### config.mk
export PLATFORM = sky130hd
export DESIGN_NAME = lstm_cell_update_flat
export DESIGN_NICKNAME = d
export VERILOG_FILES = /design/src/rtl/lstm_cell_update_pkg.sv /design/src/rtl/lstm_cell_update_if.sv /design/src/rtl/lstm_cell_update_mult_q97.sv /design/src/rtl/lstm_cell_update.sv /design/src/flat_wrapper.sv
export SDC_FILE = /design/constraint.sdc
export NUM_CORES = 2
export LEC_CHECK = 0
export ABC_AREA = 0
export BUFFER_PORTS_ARGS = -buffer_cell sky130_fd_sc_hd__buf_4
export CAP_MARGIN = 10
export CORE_ASPECT_RATIO = 1.25
export CORE_UTILIZATION = 55
export CTS_BUF_LIST = sky130_fd_sc_hd__clkbuf_8
export CTS_CLUSTER_SIZE = 14
export DETAILED_ROUTE_END_ITERATION = 12
export HOLD_SLACK_MARGIN = 0.06
export PLACE_DENSITY = 0.73
export SYNTH_ARGS = -nofsm -noshare
export SYNTH_HDL_FRONTEND = slang
export SYNTH_SLANG_ARGS = --single-unit
### constraint.sdc
create_clock -name clock -period 10.7 [get_ports clock]
set_input_delay 2.14 -clock clock [delete_from_list [all_inputs] [get_ports clock]]
set_output_delay 2.14 -clock clock [all_outputs]
set_load 0.01 [all_outputs]
### src/rtl/lstm_cell_update_pkg.sv
// Shared LSTM datapath definitions: Q9.7 constants, cell-update FSM states and packet layouts.
package lstm_cell_update_pkg;

    localparam int HIDDEN    = 8;
    localparam int XLEN      = 16;
    localparam int UW        = $clog2(HIDDEN);
    localparam int FRAC_BITS = 7;
    localparam logic [XLEN-1:0] Q_ONE = 16'h0080;

    typedef enum logic [2:0] {
        ST_IDLE,
        ST_CELL,
        ST_TANH0,
        ST_TANH1,
        ST_HID,
        ST_OUT
    } state_t;

    typedef struct packed {
        logic [UW-1:0]   unit;
        logic            seq_start;
        logic [XLEN-1:0] f;
        logic [XLEN-1:0] i;
        logic [XLEN-1:0] g;
        logic [XLEN-1:0] o;
    } gate_pkt_t;

    typedef struct packed {
        logic [UW-1:0]   unit;
        logic [XLEN-1:0] h;
        logic [XLEN-1:0] c;
    } out_pkt_t;

    // Guards the cell-state file when HIDDEN is not a power of two.
    function automatic logic unit_in_range(input logic [UW-1:0] unit);
        return 32'(unit) < HIDDEN;
    endfunction

endpackage

### src/rtl/lstm_cell_update_if.sv
// Gate-packet input, tanh side-channel and result output of the LSTM cell-update stage.
interface lstm_cell_update_if;
    import lstm_cell_update_pkg::*;

    logic            in_valid;
    logic            in_ready;
    logic [UW-1:0]   in_unit;
    logic            in_seq_start;
    logic [XLEN-1:0] in_f;
    logic [XLEN-1:0] in_i;
    logic [XLEN-1:0] in_g;
    logic [XLEN-1:0] in_o;

    logic [XLEN-1:0] tanh_data;
    logic [XLEN-1:0] tanh_result;

    logic            out_valid;
    logic            out_ready;
    logic [UW-1:0]   out_unit;
    logic [XLEN-1:0] out_h;
    logic [XLEN-1:0] out_c;

    // The cell-update block sits on the slave side.
    modport slave (
        input  in_valid, in_unit, in_seq_start, in_f, in_i, in_g, in_o,
        input  tanh_result, out_ready,
        output in_ready, tanh_data, out_valid, out_unit, out_h, out_c
    );

    modport master (
        output in_valid, in_unit, in_seq_start, in_f, in_i, in_g, in_o,
        output tanh_result, out_ready,
        input  in_ready, tanh_data, out_valid, out_unit, out_h, out_c
    );

endinterface

### src/rtl/lstm_cell_update_mult_q97.sv
// Combinational Q9.7 multiplier: full signed product, floor shift by the fraction bits, truncate.
module mult_q97
    import lstm_cell_update_pkg::*;
(
    input  logic [XLEN-1:0] i_a,
    input  logic [XLEN-1:0] i_b,
    output logic [XLEN-1:0] o_p
);

    logic signed [2*XLEN-1:0] w_prod;
    logic [XLEN-1:0]          w_unused_bits;

    assign w_prod = $signed(i_a) * $signed(i_b);

    // Low XLEN bits of (prod >>> FRAC_BITS) are exactly this slice; no rounding or saturation.
    assign o_p = w_prod[FRAC_BITS +: XLEN];

    assign w_unused_bits = {w_prod[2*XLEN-1:FRAC_BITS+XLEN], w_prod[FRAC_BITS-1:0]};

endmodule

### src/rtl/lstm_cell_update.sv
// Per-hidden-unit LSTM state update: c = f*c_prev + i*g, round trip through tanh, h = o*tanh(c).
module lstm_cell_update
    import lstm_cell_update_pkg::*;
(
    input  logic         clock,
    input  logic         reset,
    lstm_cell_update_if.slave bus
);

    state_t          r_state;
    state_t          w_state_next;

    gate_pkt_t       r_pkt;
    logic [XLEN-1:0] r_c;
    logic [XLEN-1:0] r_th;
    logic [XLEN-1:0] r_h;

    logic            w_accept;
    logic            w_cell_en;
    logic            w_th_en;
    logic            w_h_en;

    logic            w_unit_ok;
    logic [XLEN-1:0] w_cmem_q [HIDDEN];
    logic [XLEN-1:0] w_c_prev;
    logic [XLEN-1:0] w_fc;
    logic [XLEN-1:0] w_ig;
    logic [XLEN-1:0] w_oh;
    logic [XLEN-1:0] w_c_new;
    out_pkt_t        w_out;

    always_ff @(posedge clock) begin
        if (reset) begin
            r_state <= ST_IDLE;
        end else begin
            r_state <= w_state_next;
        end
    end

    always_comb begin
        w_state_next  = r_state;
        bus.in_ready  = 1'b0;
        bus.out_valid = 1'b0;
        w_accept      = 1'b0;
        w_cell_en     = 1'b0;
        w_th_en       = 1'b0;
        w_h_en        = 1'b0;
        case (r_state)
            ST_IDLE: begin
                bus.in_ready = 1'b1;
                if (bus.in_valid) begin
                    w_accept     = 1'b1;
                    w_state_next = ST_CELL;
                end
            end
            ST_CELL: begin
                w_cell_en    = 1'b1;
                w_state_next = ST_TANH0;
            end
            // The tanh unit captures its coefficients here; nothing to do but hold c_reg.
            ST_TANH0: begin
                w_state_next = ST_TANH1;
            end
            ST_TANH1: begin
                w_th_en      = 1'b1;
                w_state_next = ST_HID;
            end
            ST_HID: begin
                w_h_en       = 1'b1;
                w_state_next = ST_OUT;
            end
            ST_OUT: begin
                bus.out_valid = 1'b1;
                if (bus.out_ready) begin
                    w_state_next = ST_IDLE;
                end
            end
            default: begin
                w_state_next = ST_IDLE;
            end
        endcase
    end

    always_ff @(posedge clock) begin
        if (reset) begin
            r_pkt <= '0;
            r_c   <= '0;
            r_th  <= '0;
            r_h   <= '0;
        end else begin
            if (w_accept) begin
                r_pkt <= '{unit:      bus.in_unit,
                           seq_start: bus.in_seq_start,
                           f:         bus.in_f,
                           i:         bus.in_i,
                           g:         bus.in_g,
                           o:         bus.in_o};
            end
            if (w_cell_en) begin
                r_c <= w_c_new;
            end
            if (w_th_en) begin
                r_th <= bus.tanh_result;
            end
            if (w_h_en) begin
                r_h <= w_oh;
            end
        end
    end

    assign w_unit_ok = unit_in_range(r_pkt.unit);

    // Cell-state file as discrete registers so reset can clear every entry in one cycle.
    for (genvar gi = 0; gi < HIDDEN; gi++) begin : g_cmem
        logic [XLEN-1:0] r_entry;

        always_ff @(posedge clock) begin
            if (reset) begin
                r_entry <= '0;
            end else if (w_cell_en && w_unit_ok && (r_pkt.unit == UW'(gi))) begin
                r_entry <= w_c_new;
            end
        end

        assign w_cmem_q[gi] = r_entry;
    end

    assign w_c_prev = (r_pkt.seq_start || !w_unit_ok) ? '0 : w_cmem_q[r_pkt.unit];

    mult_q97 u_mul_fc (
        .i_a (r_pkt.f),
        .i_b (w_c_prev),
        .o_p (w_fc)
    );

    mult_q97 u_mul_ig (
        .i_a (r_pkt.i),
        .i_b (r_pkt.g),
        .o_p (w_ig)
    );

    mult_q97 u_mul_oh (
        .i_a (r_pkt.o),
        .i_b (r_th),
        .o_p (w_oh)
    );

    assign w_c_new = w_fc + w_ig;

    assign w_out = '{unit: r_pkt.unit, h: r_h, c: r_c};

    assign bus.tanh_data = r_c;
    assign bus.out_unit  = w_out.unit;
    assign bus.out_h     = w_out.h;
    assign bus.out_c     = w_out.c;

endmodule

### src/flat_wrapper.sv
// flat-port wrapper written by rule: the top's interface ports become plain ports
module lstm_cell_update_flat import lstm_cell_update_pkg::*;
  (clock, reset, bus_in_valid, bus_in_unit, bus_in_seq_start, bus_in_f, bus_in_i, bus_in_g, bus_in_o, bus_tanh_result, bus_out_ready, bus_in_ready, bus_tanh_data, bus_out_valid, bus_out_unit, bus_out_h, bus_out_c);
  lstm_cell_update_if bus_i ();
  input  logic clock;
  input  logic reset;
  input wire logic [$bits(bus_i.in_valid)-1:0] bus_in_valid;
  input wire logic [$bits(bus_i.in_unit)-1:0] bus_in_unit;
  input wire logic [$bits(bus_i.in_seq_start)-1:0] bus_in_seq_start;
  input wire logic [$bits(bus_i.in_f)-1:0] bus_in_f;
  input wire logic [$bits(bus_i.in_i)-1:0] bus_in_i;
  input wire logic [$bits(bus_i.in_g)-1:0] bus_in_g;
  input wire logic [$bits(bus_i.in_o)-1:0] bus_in_o;
  input wire logic [$bits(bus_i.tanh_result)-1:0] bus_tanh_result;
  input wire logic [$bits(bus_i.out_ready)-1:0] bus_out_ready;
  output wire logic [$bits(bus_i.in_ready)-1:0] bus_in_ready;
  output wire logic [$bits(bus_i.tanh_data)-1:0] bus_tanh_data;
  output wire logic [$bits(bus_i.out_valid)-1:0] bus_out_valid;
  output wire logic [$bits(bus_i.out_unit)-1:0] bus_out_unit;
  output wire logic [$bits(bus_i.out_h)-1:0] bus_out_h;
  output wire logic [$bits(bus_i.out_c)-1:0] bus_out_c;
  assign bus_i.in_valid = bus_in_valid;
  assign bus_i.in_unit = bus_in_unit;
  assign bus_i.in_seq_start = bus_in_seq_start;
  assign bus_i.in_f = bus_in_f;
  assign bus_i.in_i = bus_in_i;
  assign bus_i.in_g = bus_in_g;
  assign bus_i.in_o = bus_in_o;
  assign bus_i.tanh_result = bus_tanh_result;
  assign bus_i.out_ready = bus_out_ready;
  assign bus_in_ready = bus_i.in_ready;
  assign bus_tanh_data = bus_i.tanh_data;
  assign bus_out_valid = bus_i.out_valid;
  assign bus_out_unit = bus_i.out_unit;
  assign bus_out_h = bus_i.out_h;
  assign bus_out_c = bus_i.out_c;
  lstm_cell_update u_core (.clock(clock), .reset(reset), .bus(bus_i));
endmodule
; Word-level counts from Yosys, hierarchy flattened
; Cells that the tools add are included.
[word_totals]
inputBits = 88
output_inout_bits = 53
regBits = 247
wordCells = 63
[classes]
order_cmp = 1
n_eq_ne = 14
n_mul = 3
n_mux = 14
n_bitwise = 1
addsub = 1
n_reduce_logical = 11
[op_table]
columns = operator, n
row1 = $mul 16x16->23, 3
row2 = $bmux 16 s3, 1
row3 = $mux 16, 3
row4 = $eq 3x3->1 const B, 6
row5 = $pmux 3 s6, 1
row6 = $add 16x16->16, 1
row7 = $eq 3x2->1 const B, 4
row8 = $logic_and 1x1->1, 8
row9 = $mux 1, 7
row10 = $eq 3x1->1 const B, 2
row11 = $logic_not 3->1, 2
row12 = $mux 3, 2
row13 = $ge 4x4->1 const B, 1
row14 = $ne 2x2->1 const B, 2
row15 = $not 3->4, 1
row16 = $reduce_and 2->1, 1

; Longest topological paths before layout
[logic_depth]
ltp_word = 7
ltp_mapped = 39
mapped_depth_nobuf = 34

; Cells and area by module
; Synthesis repeated with hierarchy kept, for this count alone.
[unflattened]
cells_unflattened = 3713
hier_area_um2 = 31869.3
[by_module_without_submodules]
columns = mod, cells_per_inst, n_inst, seq_area_each_um2, area_per_inst_um2
row1 = mult_q97 at u_core.u_mul_fc ..., 817, 2, 0.0, 7140.6
row2 = lstm_cell_update, 1265, 1, 4944.7, 10473.8
row3 = mult_q97 at u_core.u_mul_oh, 814, 1, 0.0, 7114.3

; Worst setup path before layout
; Ideal clock, no wire load.
[synth_path]
path_type = register to register
from = register u_core.r_pkt, in the netlist u_core.bus.out_unit[0]
to = register u_core.g_cmem[1].r_entry[15]
setup_time_ns = 0.078
path_slack_ns = 1.957
synth_period_minus_slack_ns = 8.743
stages_incl_launch_ff = 39
n_path_buf = 5
arrival_ns = 8.666
required_time_ns = 10.622
cell_sequence = dfxtp_1 buf_6 buf_12 buf_6 buf_1 mux4_2 nand2_1 a21oi_1 clkbuf_1 nand2_1 fa_1 fa_1 inv_1 ha_1 inv_1 fa_1 inv_1 fa_1 [... 3 more ...] ha_1 or4_1 o221ai_2 a21oi_1 and2_1 o21a_1 nor2_1 xnor2_1 ha_1 nor2b_1 a311oi_1 o2bb2ai_1 o21ai_0 a31oi_1 xor2_1 xnor2_2 nor2_1 nor3_1
[synth_via]
elab_chain_len = 7
word_cells_on_any_way = 9
cone_classes = add/sub: 1 / mul: 1 / eq/ne: 1 / mux: 4 / bitwise: 1 / reduce/logical: 1
[synth_rtl]
columns = item, line
row1 = from (decl), lstm_cell_update.sv:13  ; gate_pkt_t r_pkt;
row2 = from (signal assigned), lstm_cell_update.sv:92  ; r_pkt <= '{unit: bus.in_unit,
row3 = $not 3->4 (implied by the code), lstm_cell_update.sv:128  ; assign w_c_prev = (r_pkt.seq_start || !w_unit_ok) ? '0 : w_cmem_q[r_pkt.unit];
row4 = $bmux 16 s3, lstm_cell_update.sv:128
row5 = $mux 16 (implied by the code) (2 in a row), lstm_cell_update.sv:128
row6 = $mux 16, lstm_cell_update.sv:128
row7 = $mul 16x16->23, lstm_cell_update_mult_q97.sv:13  ; assign w_prod = $signed(i_a) * $signed(i_b);
row8 = $add 16x16->16, lstm_cell_update.sv:148  ; assign w_c_new = w_fc + w_ig;
row9 = to (signal assigned), lstm_cell_update.sv:121  ; r_entry <= w_c_new;
row10 = to (decl), lstm_cell_update.sv:115  ; logic [XLEN-1:0] r_entry;
; Several ways; a longest one is shown, not always the timed one. The select of a mux whose other input is x is not followed.
; A chain may end at the register's enable or synchronous reset.

; Worst setup path after layout
; Ends and elaborated chain as after synthesis.

==> reports/metrics.cfg <==
[clock_tree]
post-cts-setup-buffers=0
cts_sinks=247
numCtsBuffers=43
clk_pin_slew_ns=0.07
clock_latency_ns=0.65
cts_tree=yes
cts-resized-gates=0
postCtsHoldBufs=0
cts.path.max_buffers=3
cts-root-buf=clkbuf_8
cts_max_level=2

[power_and_ir_drop]
max-vdd-ir-drop_mv=0.101
power.density_nw_per_um2=96.3
leakage_nw=15.3

[sta]
setup_violations=0
fin_skew_ns=0.0278
setup_tns_ns=0
worst_slew_pin_slew_ns=1.10
timing.final.crit_share=0.864
holdWs_ns=0.451
final_hold_viol_count=0
slew_violations=0
setup_ws_ns=1.45
rsz0062_at_grt=no
fmax_ghz=0.108
maxSlewHeadroom=0.265
period_minus_slack_ns=9.25

[placed_design]
place_congestion=0.912
placedCellCount=4392
io_buffers=140
dp.final_hpwl_mm=61.0
dp_slack_ns=1.50
dpl-instance-area_um2=32700

[grt]
grt_pass1_wl_mm=130
grt_pass1_vias=25300
grt_max_degree=104
antenna_found_initial=1
track_usage=0.286
overflow=0

[worst_setup_path]
r2r_start=u_core.bus.out_unit[0]
critPathBufInv=8
crit_end=u_core.g_cmem[1].r_entry[15]
cp_slowest_cell=dfxtp_2
rr_worst_depth=36
cp_num_cells=36
critPathKind=register to register
slowest_delay_ns=0.81
reg2reg_slack_ns=1.45
cp_common_cell=inv_1
required_ns=11.26
path_max_fanout=23
critPathArrivalTime_ns=9.81
crit_path_start_kind=register
critical-path-top-delay-family=adder cells
r2r-end=u_core.g_cmem[1].r_entry[15]
crit_start=u_core.bus.out_unit[0]
critPathCaptureType=register

[finish]
area.growth.synth_to_final_pct=7.38
nNetsFinal=4529
finalInstanceArea_um2=33600
drive_above_1_share=0.0765
final_cells=4470

[logic_synthesis]
synth_area_leaders=fa_1 33%, dfxtp_1 16%, nand2_1 9.8%
synthAdderAreaFrac=0.424
syn-instance-count=3681
synthDistinctLibCells=61
ys_ff_latch=247
synth_edf_count=0
ys_warn_count=0
synth_top_family_by_area=adder cells
synthArstFlopShare=0
synth-xor-area-share=0.0346
synth-simple-area-share=0.184
synth_common_cells=816 x nand2_1, 666 x inv_1, 523 x fa_1
synth.top_cell.area_share=0.335
synth_seq_area_share=0.158
synth_top_cell_by_area=fa_1
synth_compound_area_frac=0.0658
yosys_most_used_dff=dfxtp_1
syn_avg_cell_area_um2=8.50
netlist_area_um2=31300
syn_nets=4514
synth.most_common_cell=nand2_1
synth.mux.area_fraction=0.0256

[detailed_routing]
via_per_inst=5.39
wl_per_cell_um=17.9
drc=0
drt-pass1-iter-count=5
wl_mm=80.1
drt_iter0_drc=1427
vias=24100
ant_nets=0

[min_path]
min_path_type=register to register
hold_start=u_core.bus.out_h[5]
worstHoldPathCells=2

[floorplanning]
core.rowCount=97
die_area_um2=57800
io_pins=141
die_w_um=215
core_area_um2=56100
initial_utilization=0.558
die_h_um=269

[outcome]
status=finished, final reports clean

[run]
drv_cap=0

## per-stage QoR
stage / total power, mW / util
after global placement: 2.27 / 0.582
after CTS: 3.25 / 0.599
after global routing: 3.42 / 0.599
after floorplan: 1.85 / -
final: 3.23 / 0.599
after detailed placement: 2.28 / 0.582
## cell usage in the layout (no fill, tap or decap), types with 7 or more instances in the layout
master and count:
nand4_1 7, inv_1 674, nand2_1 815, nor2_1 129, or3_1 7, nand2b_1 23, a21oi_1 255, nand3_1 11
and2_1 253, o21ai_0 26, a211oi_1 23, o21a_1 16, nor3_1 21, buf_4 173, mux4_1 10, clkbuf_8 51
nor2b_1 14, fa_1 523, dfxtp_1 245, clkinv_2 9, mux4_2 22, xnor2_1 91, a21o_1 9, xor2_1 23
ha_1 222
## how the worst min path moves through the flow
stage / endpoint / slack (ns)
after detailed placement: u_core.g_cmem[7].r_entry[13] / 0.44
after global placement: u_core.g_cmem[5].r_entry[14] / 0.44
after CTS: u_core.g_cmem[7].r_entry[13] / 0.45
final: u_core.bus.out_h[5] / 0.45
after floorplan: u_core.g_cmem[1].r_entry[13] / 0.43
after global routing: u_core.g_cmem[1].r_entry[12] / 0.47
## metal layers
layer,share of wire,global-route usage,wire [µm]
met3,0.061,0.0387,4850
met4,0.040,0.124,3170
met2,0.52,0.524,41700
met5,0,0,0
met1,0.38,0.336,30400
## worst min-delay path, stage by stage, from the launching register on
cell     delay (ns)
dfxtp_1        0.31
nand2_1        0.05
a21oi_1        0.05
## where the power goes
part           switching [mW]  leakage (nW)  internal [mW]  total [mW]
Combinational           0.734          12.8          0.417        1.15
Clock                   0.450         0.511          0.508       0.958
Sequential              0.152          2.00          0.972        1.12
## kinds of logic after synthesis
group	after synthesis
AND/OR/NAND/NOR	1302
buffers and inverters	871
adder cells (fa/ha/maj)	745
AO/OA/AOI/OAI	362
flip-flops	247
XOR/XNOR	118
multiplexers	36
## flip-flops by register name (all words and copies together), names as in the netlist
signal                 count
u_core.bus.out_c          16
u_core.bus.out_unit        3
u_core.r_state             3
u_core.bus.out_h          16
u_core.g_cmem.r_entry    128
u_core.r_th               16
u_core.r_pkt              65
## cell type report
| type | instances | area (µm²) |
|---|---|---|
| multi-input cells | 2563 | 23000 |
| fillers | 4994 | 22500 |
| flip-flops and latches | 247 | 4950 |
| inverters | 666 | 2500 |
| repair buffers | 175 | 1320 |
| well taps | 742 | 928 |
| clock buffers | 50 | 688 |
| clock inverters | 26 | 230 |
| diodes | 1 | 2.50 |
No activity file was read; power rests on OpenSTA's default activity.
